File: config.mk
export PLATFORM = sky130hd
export DESIGN_NAME = aes_key_expander
export DESIGN_NICKNAME = d
export VERILOG_FILES = /design/src/rtl/aes_pkg.sv /design/src/rtl/aes_key_expander_key_step.sv /design/src/rtl/aes_key_expander.sv
export SDC_FILE = /design/constraint.sdc
export NUM_CORES = 2
export LEC_CHECK = 0
export ABC_AREA = 0
export CORE_MARGIN = 4
export CORE_UTILIZATION = 35
export DETAILED_ROUTE_END_ITERATION = 8
export DONT_BUFFER_PORTS = 1
export GPL_TIMING_DRIVEN = 0
export HOLD_SLACK_MARGIN = 0.06
export PLACE_DENSITY = 0.57
export SLEW_MARGIN = 30
export SYNTH_ARGS = -nofsm -noshare
export SYNTH_HDL_FRONTEND = slang
export SYNTH_SLANG_ARGS = --single-unit
File: constraint.sdc
create_clock -name clk -period 6.8 [get_ports clk]
set_clock_uncertainty 0.2 [all_clocks]
set_input_delay 0.34 -clock clk [delete_from_list [all_inputs] [get_ports clk]]
set_output_delay 0.34 -clock clk [all_outputs]
set_load 0.02 [all_outputs]
File: src/rtl/aes_pkg.sv
// Shared AES-128 key-schedule definitions: sizes, FSM states and the
// GF(2^8) helpers used by the round-key transform.
package aes_pkg;

  localparam int         NR        = 10;
  localparam int         NK_BITS   = 128;
  localparam logic [7:0] RCON_INIT = 8'h01;

  typedef enum logic [1:0] {
    IDLE   = 2'd0,
    EXPAND = 2'd1,
    DONE   = 2'd2
  } state_t;

  // Row r holds S-box entries 16r..16r+15, most significant byte first.
  localparam logic [2047:0] SBOX_TABLE = {
    128'h637c777bf26b6fc53001672bfed7ab76,
    128'hca82c97dfa5947f0add4a2af9ca472c0,
    128'hb7fd9326363ff7cc34a5e5f171d83115,
    128'h04c723c31896059a071280e2eb27b275,
    128'h09832c1a1b6e5aa0523bd6b329e32f84,
    128'h53d100ed20fcb15b6acbbe394a4c58cf,
    128'hd0efaafb434d338545f9027f503c9fa8,
    128'h51a3408f929d38f5bcb6da2110fff3d2,
    128'hcd0c13ec5f974417c4a77e3d645d1973,
    128'h60814fdc222a908846eeb814de5e0bdb,
    128'he0323a0a4906245cc2d3ac629195e479,
    128'he7c8376d8dd54ea96c56f4ea657aae08,
    128'hba78252e1ca6b4c6e8dd741f4bbd8b8a,
    128'h703eb5664803f60e613557b986c11d9e,
    128'he1f8981169d98e949b1e87e9ce5528df,
    128'h8ca1890dbfe6426841992d0fb054bb16
  };

  function automatic logic [7:0] xtime(input logic [7:0] b);
    return {b[6:0], 1'b0} ^ (b[7] ? 8'h1b : 8'h00);
  endfunction

  function automatic logic [7:0] sbox(input logic [7:0] b);
    logic [10:0] pos;
    pos = {~b, 3'b000};
    return SBOX_TABLE[pos +: 8];
  endfunction

endpackage

File: src/rtl/aes_key_expander_key_step.sv
// One AES-128 key-schedule round: derives round key r+1 from round key r.
module key_step
  import aes_pkg::*;
(
  input  logic [NK_BITS-1:0] key_in,
  input  logic [7:0]         rcon,
  output logic [NK_BITS-1:0] key_out
);

  logic [31:0] w0, w1, w2, w3;
  logic [31:0] g;
  logic [31:0] n0, n1, n2, n3;

  assign {w0, w1, w2, w3} = key_in;

  // SubWord(RotWord(W3)) with rcon folded into the leading byte
  assign g = {sbox(w3[23:16]) ^ rcon, sbox(w3[15:8]), sbox(w3[7:0]), sbox(w3[31:24])};

  assign n0 = w0 ^ g;
  assign n1 = w1 ^ n0;
  assign n2 = w2 ^ n1;
  assign n3 = w3 ^ n2;

  assign key_out = {n0, n1, n2, n3};

endmodule

File: src/rtl/aes_key_expander.sv
// Iterative AES-128 key expander: streams round keys 0..10, one per cycle,
// and keeps the full schedule in a flop table with a registered read port.
module aes_key_expander
  import aes_pkg::*;
(
  input  logic               clk,
  input  logic               rst_n,
  input  logic               start,
  input  logic [NK_BITS-1:0] key_in,
  output logic               busy,
  output logic               rk_valid,
  output logic [3:0]         rk_idx,
  output logic [NK_BITS-1:0] rk_data,
  output logic               done,
  output logic               keys_valid,
  input  logic [3:0]         rd_idx,
  output logic [NK_BITS-1:0] rd_key
);

  localparam logic [3:0] LAST_IDX = 4'(NR);

  state_t             state;
  logic [3:0]         round;
  logic [7:0]         rcon;
  logic [NK_BITS-1:0] work_key;
  logic [NK_BITS-1:0] next_key;
  logic [NK_BITS-1:0] key_table [0:NR];

  key_step u_key_step (
    .key_in  (work_key),
    .rcon    (rcon),
    .key_out (next_key)
  );

  always_ff @(posedge clk or negedge rst_n) begin
    if (!rst_n) begin
      state      <= IDLE;
      busy       <= 1'b0;
      done       <= 1'b0;
      rk_valid   <= 1'b0;
      keys_valid <= 1'b0;
      rk_idx     <= '0;
      rk_data    <= '0;
      round      <= '0;
      rcon       <= RCON_INIT;
      work_key   <= '0;
      for (int i = 0; i <= NR; i++) key_table[i] <= '0;
    end else begin
      case (state)
        IDLE: begin
          if (start) begin
            key_table[0] <= key_in;
            work_key     <= key_in;
            round        <= 4'd1;
            rcon         <= RCON_INIT;
            keys_valid   <= 1'b0;
            busy         <= 1'b1;
            rk_valid     <= 1'b1;
            rk_idx       <= '0;
            rk_data      <= key_in;
            state        <= EXPAND;
          end
        end
        EXPAND: begin
          key_table[round] <= next_key;
          work_key         <= next_key;
          rk_valid         <= 1'b1;
          rk_idx           <= round;
          rk_data          <= next_key;
          rcon             <= xtime(rcon);
          round            <= round + 4'd1;
          if (round == LAST_IDX) begin
            done       <= 1'b1;
            keys_valid <= 1'b1;
            state      <= DONE;
          end
        end
        DONE: begin
          // start is deliberately not sampled here
          done     <= 1'b0;
          rk_valid <= 1'b0;
          busy     <= 1'b0;
          state    <= IDLE;
        end
        default: state <= IDLE;
      endcase
    end
  end

  // Registered read; a same-cycle table write is seen one cycle later
  always_ff @(posedge clk or negedge rst_n) begin
    if (!rst_n)                  rd_key <= '0;
    else if (rd_idx <= LAST_IDX) rd_key <= key_table[rd_idx];
    else                         rd_key <= '0;
  end

endmodule

==> impl_metrics.py <==
metrics = {
    "worst_hold_path": {
        "hold_class": "input port to flop",
        "hold-path-cell-count": 3,
    },
    "critical_path": {
        "worst-path-buf-inv": 5,
        "worstPathArrival_ps": 7360,
        "critPathMaxFanout": 14,
        "worstSetupStartpointType": "flop",
        "cp_cell_sequence": "inv_1 > clkbuf_2 > ha_1 > clkbuf_1 > nor2b_2 > nor3_1 > a22o_1 > a221oi_1 > o311ai_4 > buf_8 > xnor2_2 > buf_6 > xor2_1 > o32ai_1 > a21oi_1",
        "r2r_slack_ps": -110,
        "cpPeakStageDelay_ps": 720,
        "crit_cells": 15,
        "crit_path_end_kind": "flop",
        "critical_path_required_ps": 7250,
        "r2r_cells": 15,
        "slowest_stage": "xor2_1",
        "critPathTopFamily": "compound AO/OA/AOI/OAI gates",
        "criticalPathCategory": "flop to flop",
    },
    "route": {
        "vias": 83400,
        "firstDrtPassIters": 8,
        "routed_wl_um": 480000,
        "ant_nets": 0,
        "drtIter0Drc": 12500,
        "post_drt_wl_per_cell_um": 36.7,
        "drcViolationCount": 0,
        "vias_per_cell": 6.39,
    },
    "clock_tree": {
        "htree_levels": 4,
        "root_buffer": "clkbuf_16",
        "clk_pin_slew_ps": 60,
        "cts_tree": "built",
        "ctsLongestPathBuffers": 3,
        "cts_sinks": 1686,
        "cts_inserted_buffers": 172,
        "clkLatencyLatePin_ps": 870,
    },
    "yosys": {
        "ys_warn_count": 0,
        "synth-seq-cells": 1686,
        "synth.cell_area_sq_mm": 0.0878,
        "ys_seq_area_share_pct": 48.1,
        "syn_inst": 9128,
        "synthArstFlopShare_pct": 100,
        "synth_fp_nets": 9323,
        "synth_edf_count": 0,
        "avgSynthCellArea_sq_um": 9.62,
        "synth_flop_cell": "dfrtp_1",
        "yosysUniqueCellTypes": 100,
    },
    "sta": {
        "rsz0062_at_grt": "false",
        "maxSlewHeadroom_pct": 20.6,
        "setup_viol": 11,
        "layout_min_cycle_time_ps": 6910,
        "hold_violations": 0,
        "drv_slew": 0,
        "finalCritPeriodShare_pct": 102,
        "max_freq_mhz": 145,
        "worstMarginPinSlew_ps": 1190,
        "finalWorstSetupSlack_ps": -114,
    },
    "final_layout": {
        "final_nets": 9695,
        "regArea_sq_mm": 0.0422,
        "final_layout_size_suffix_gt1_share_pct": 11.6,
        "syn_to_final_growth_pct": 15.7,
        "fillerInstances": 24800,
        "final_area_sq_mm": 0.102,
        "multiInputGateArea_sq_mm": 0.0423,
    },
    "place": {
        "numPortBuffers": 0,
        "placed_cell_area_sq_mm": 0.0933,
        "dp_hpwl_um": 358000,
        "gp_congestion": 1.05,
    },
    "floorplanning": {
        "std_cell_rows": 183,
        "core-area_sq_mm": 0.249,
        "die_h_um": 509,
        "fp.dieW_um": 509,
        "die-area_sq_mm": 0.259,
        "initial_core_util_pct": 35.2,
        "ios": 399,
    },
    "grt": {
        "first_global_vias": 80000,
        "grt_usage_pct": 36.1,
        "grt_max_degree": 197,
        "antenna_found_initial": 134,
        "overflow": 0,
        "grt_pass1_wl_um": 657000,
    },
    "flow_run": {
        "drv_cap": 0,
    },
    "status": {
        "status": "complete, but fails checks",
        "violations": "setup timing",
    },
}
-- sequential cells by signal, summed over array words and instances, names as in the netlist --
name and count:
state 2, busy 1, rd_key 128, rcon 8, work_key 128, round 4
rk_idx 4, done 1, rk_valid 1, key_table 1408, keys_valid 1
-- cell usage after synthesis (19+ instances only) --
master / instances / area, sq um
a2111oi_0: 24 / 210
a211oi_1: 58 / 435
a21o_1: 58 / 435
a21oi_1: 472 / 2360
a221oi_1: 27 / 236
a22oi_1: 40 / 300
a311oi_1: 49 / 429
a31oi_1: 77 / 482
and2_1: 37 / 231
and3_1: 43 / 269
buf_1: 72 / 270
buf_2: 131 / 656
clkbuf_1: 736 / 2760
dfrtp_1: 1685 / 42200
ha_1: 60 / 751
inv_1: 45 / 169
mux2_2: 43 / 484
mux2i_1: 299 / 2990
mux4_2: 298 / 6710
nand2_1: 1535 / 5760
nand2b_1: 98 / 613
nand3_1: 73 / 365
nand3b_1: 20 / 150
nor2_1: 410 / 1540
nor2b_1: 96 / 601
nor3_1: 105 / 526
nor3b_1: 19 / 143
o211ai_1: 50 / 375
o21a_1: 37 / 278
o21ai_0: 1552 / 7770
o22ai_1: 201 / 1260
o311ai_0: 39 / 342
o31ai_1: 33 / 248
o32ai_1: 23 / 201
or2_2: 41 / 257
or3_1: 24 / 150
xnor2_1: 110 / 963
xor2_1: 61 / 534
-- area by class of cell --
cell class              count  area share [%]
diodes                     82           0.202
plain buffers             959            3.92
clock buffers             254            5.00
clock inverters            60           0.839
inverters                  56           0.219
multi-input cells        6427            41.6
flip-flops and latches   1686            41.5
well taps                3330            4.10
repair buffers            198            2.53
-- final timing paths --
path,start,end
setup reg to reg,work_key[0],work_key[12]
min in group asynchronous,rst_n,rd_key[95]
hold reg to reg,key_table[960],key_table[960]
hold / removal,rd_idx[2],rd_key[6]
setup / recovery,work_key[0],work_key[12]
max in group asynchronous,rst_n,key_table[134]
-- cells in the final DEF (no fill, tap or decap), types with 43 or more instances in the layout --
cell,Yosys,layout
a31oi_1,77,74
xor2_1,61,49
a311oi_1,49,46
clkbuf_1,736,693
a21oi_1,472,468
dfrtp_1,1685,1678
clkbuf_16,0,173
nand3_1,73,73
clkbuf_8,0,45
a211oi_1,58,54
mux4_2,298,298
nor2_1,410,406
dlygate4sd3_1,0,139
o21ai_0,1552,1549
and3_1,43,43
a21o_1,58,58
o211ai_1,50,50
diode_2,0,82
buf_1,72,52
xnor2_1,110,93
mux2_2,43,43
nor3_1,105,104
ha_1,60,59
nand2b_1,98,97
nand2_1,1535,1529
mux2i_1,299,298
nor2b_1,96,90
clkbuf_2,0,96
o22ai_1,201,200
buf_2,131,136
-- logic make-up (layout without fill, tap and decap cells) --
logic type,Yosys count,after routing,share of synthesized area (%)
AO/OA/AOI/OAI,2958,2958,19.8
buffers and inverters,1015,1527,4.63
AND/OR/NAND/NOR,2570,2570,12.7
other,0,82,0
multiplexers,640,640,11.6
flip-flops,1686,1686,48.1
XOR/XNOR,199,199,2.38
adder cells (fa/ha/maj),60,60,0.855
-- routing by layer --
layer / track usage (%) / vias to the layer above / wire length [um]
li1: - / 33400 / -
met1: 45.3 / 42300 / 177000
met2: 51.7 / 5945 / 200000
met3: 12.2 / 1641 / 56400
met4: 26.6 / 32 / 45800
met5: 0 / - / 197
-- timing repair --
| action | 4_1_cts | 5_1_grt |
|---|---|---|
| pin swaps | 3 | 1 |
| setup endpoints to repair | 460 | 228 |
| hold buffers | 141 | 0 |
| setup buffers | 5 | 4 |
| gates resized for setup | 48 | 47 |
| endpoints found under the hold margin | 1272 | 0 |
-- worst min-delay path: stages --
cell	delay, ps
clkbuf_1	340
mux2i_1	240
o22ai_1	130
-- stage by stage --
step	cells	utilization [%]	hold WS [ps]	setup WS [ps]	TNS, ps
6_report	13100	40.8	115	-114	-422
5_1_grt	13000	40.7	94.2	15.0	0
4_1_cts	13000	40.5	66.7	3.66	0
3_5_place_dp	12500	37.5	-153	-1370	-184930
3_3_place_gp	12500	36.9	-113	-2230	-840540
2_1_floorplan	9128	-	-156	2480	0
Power is not shown: default switching activity piles up to over one toggle a cycle in this logic, so the estimate is an artifact.
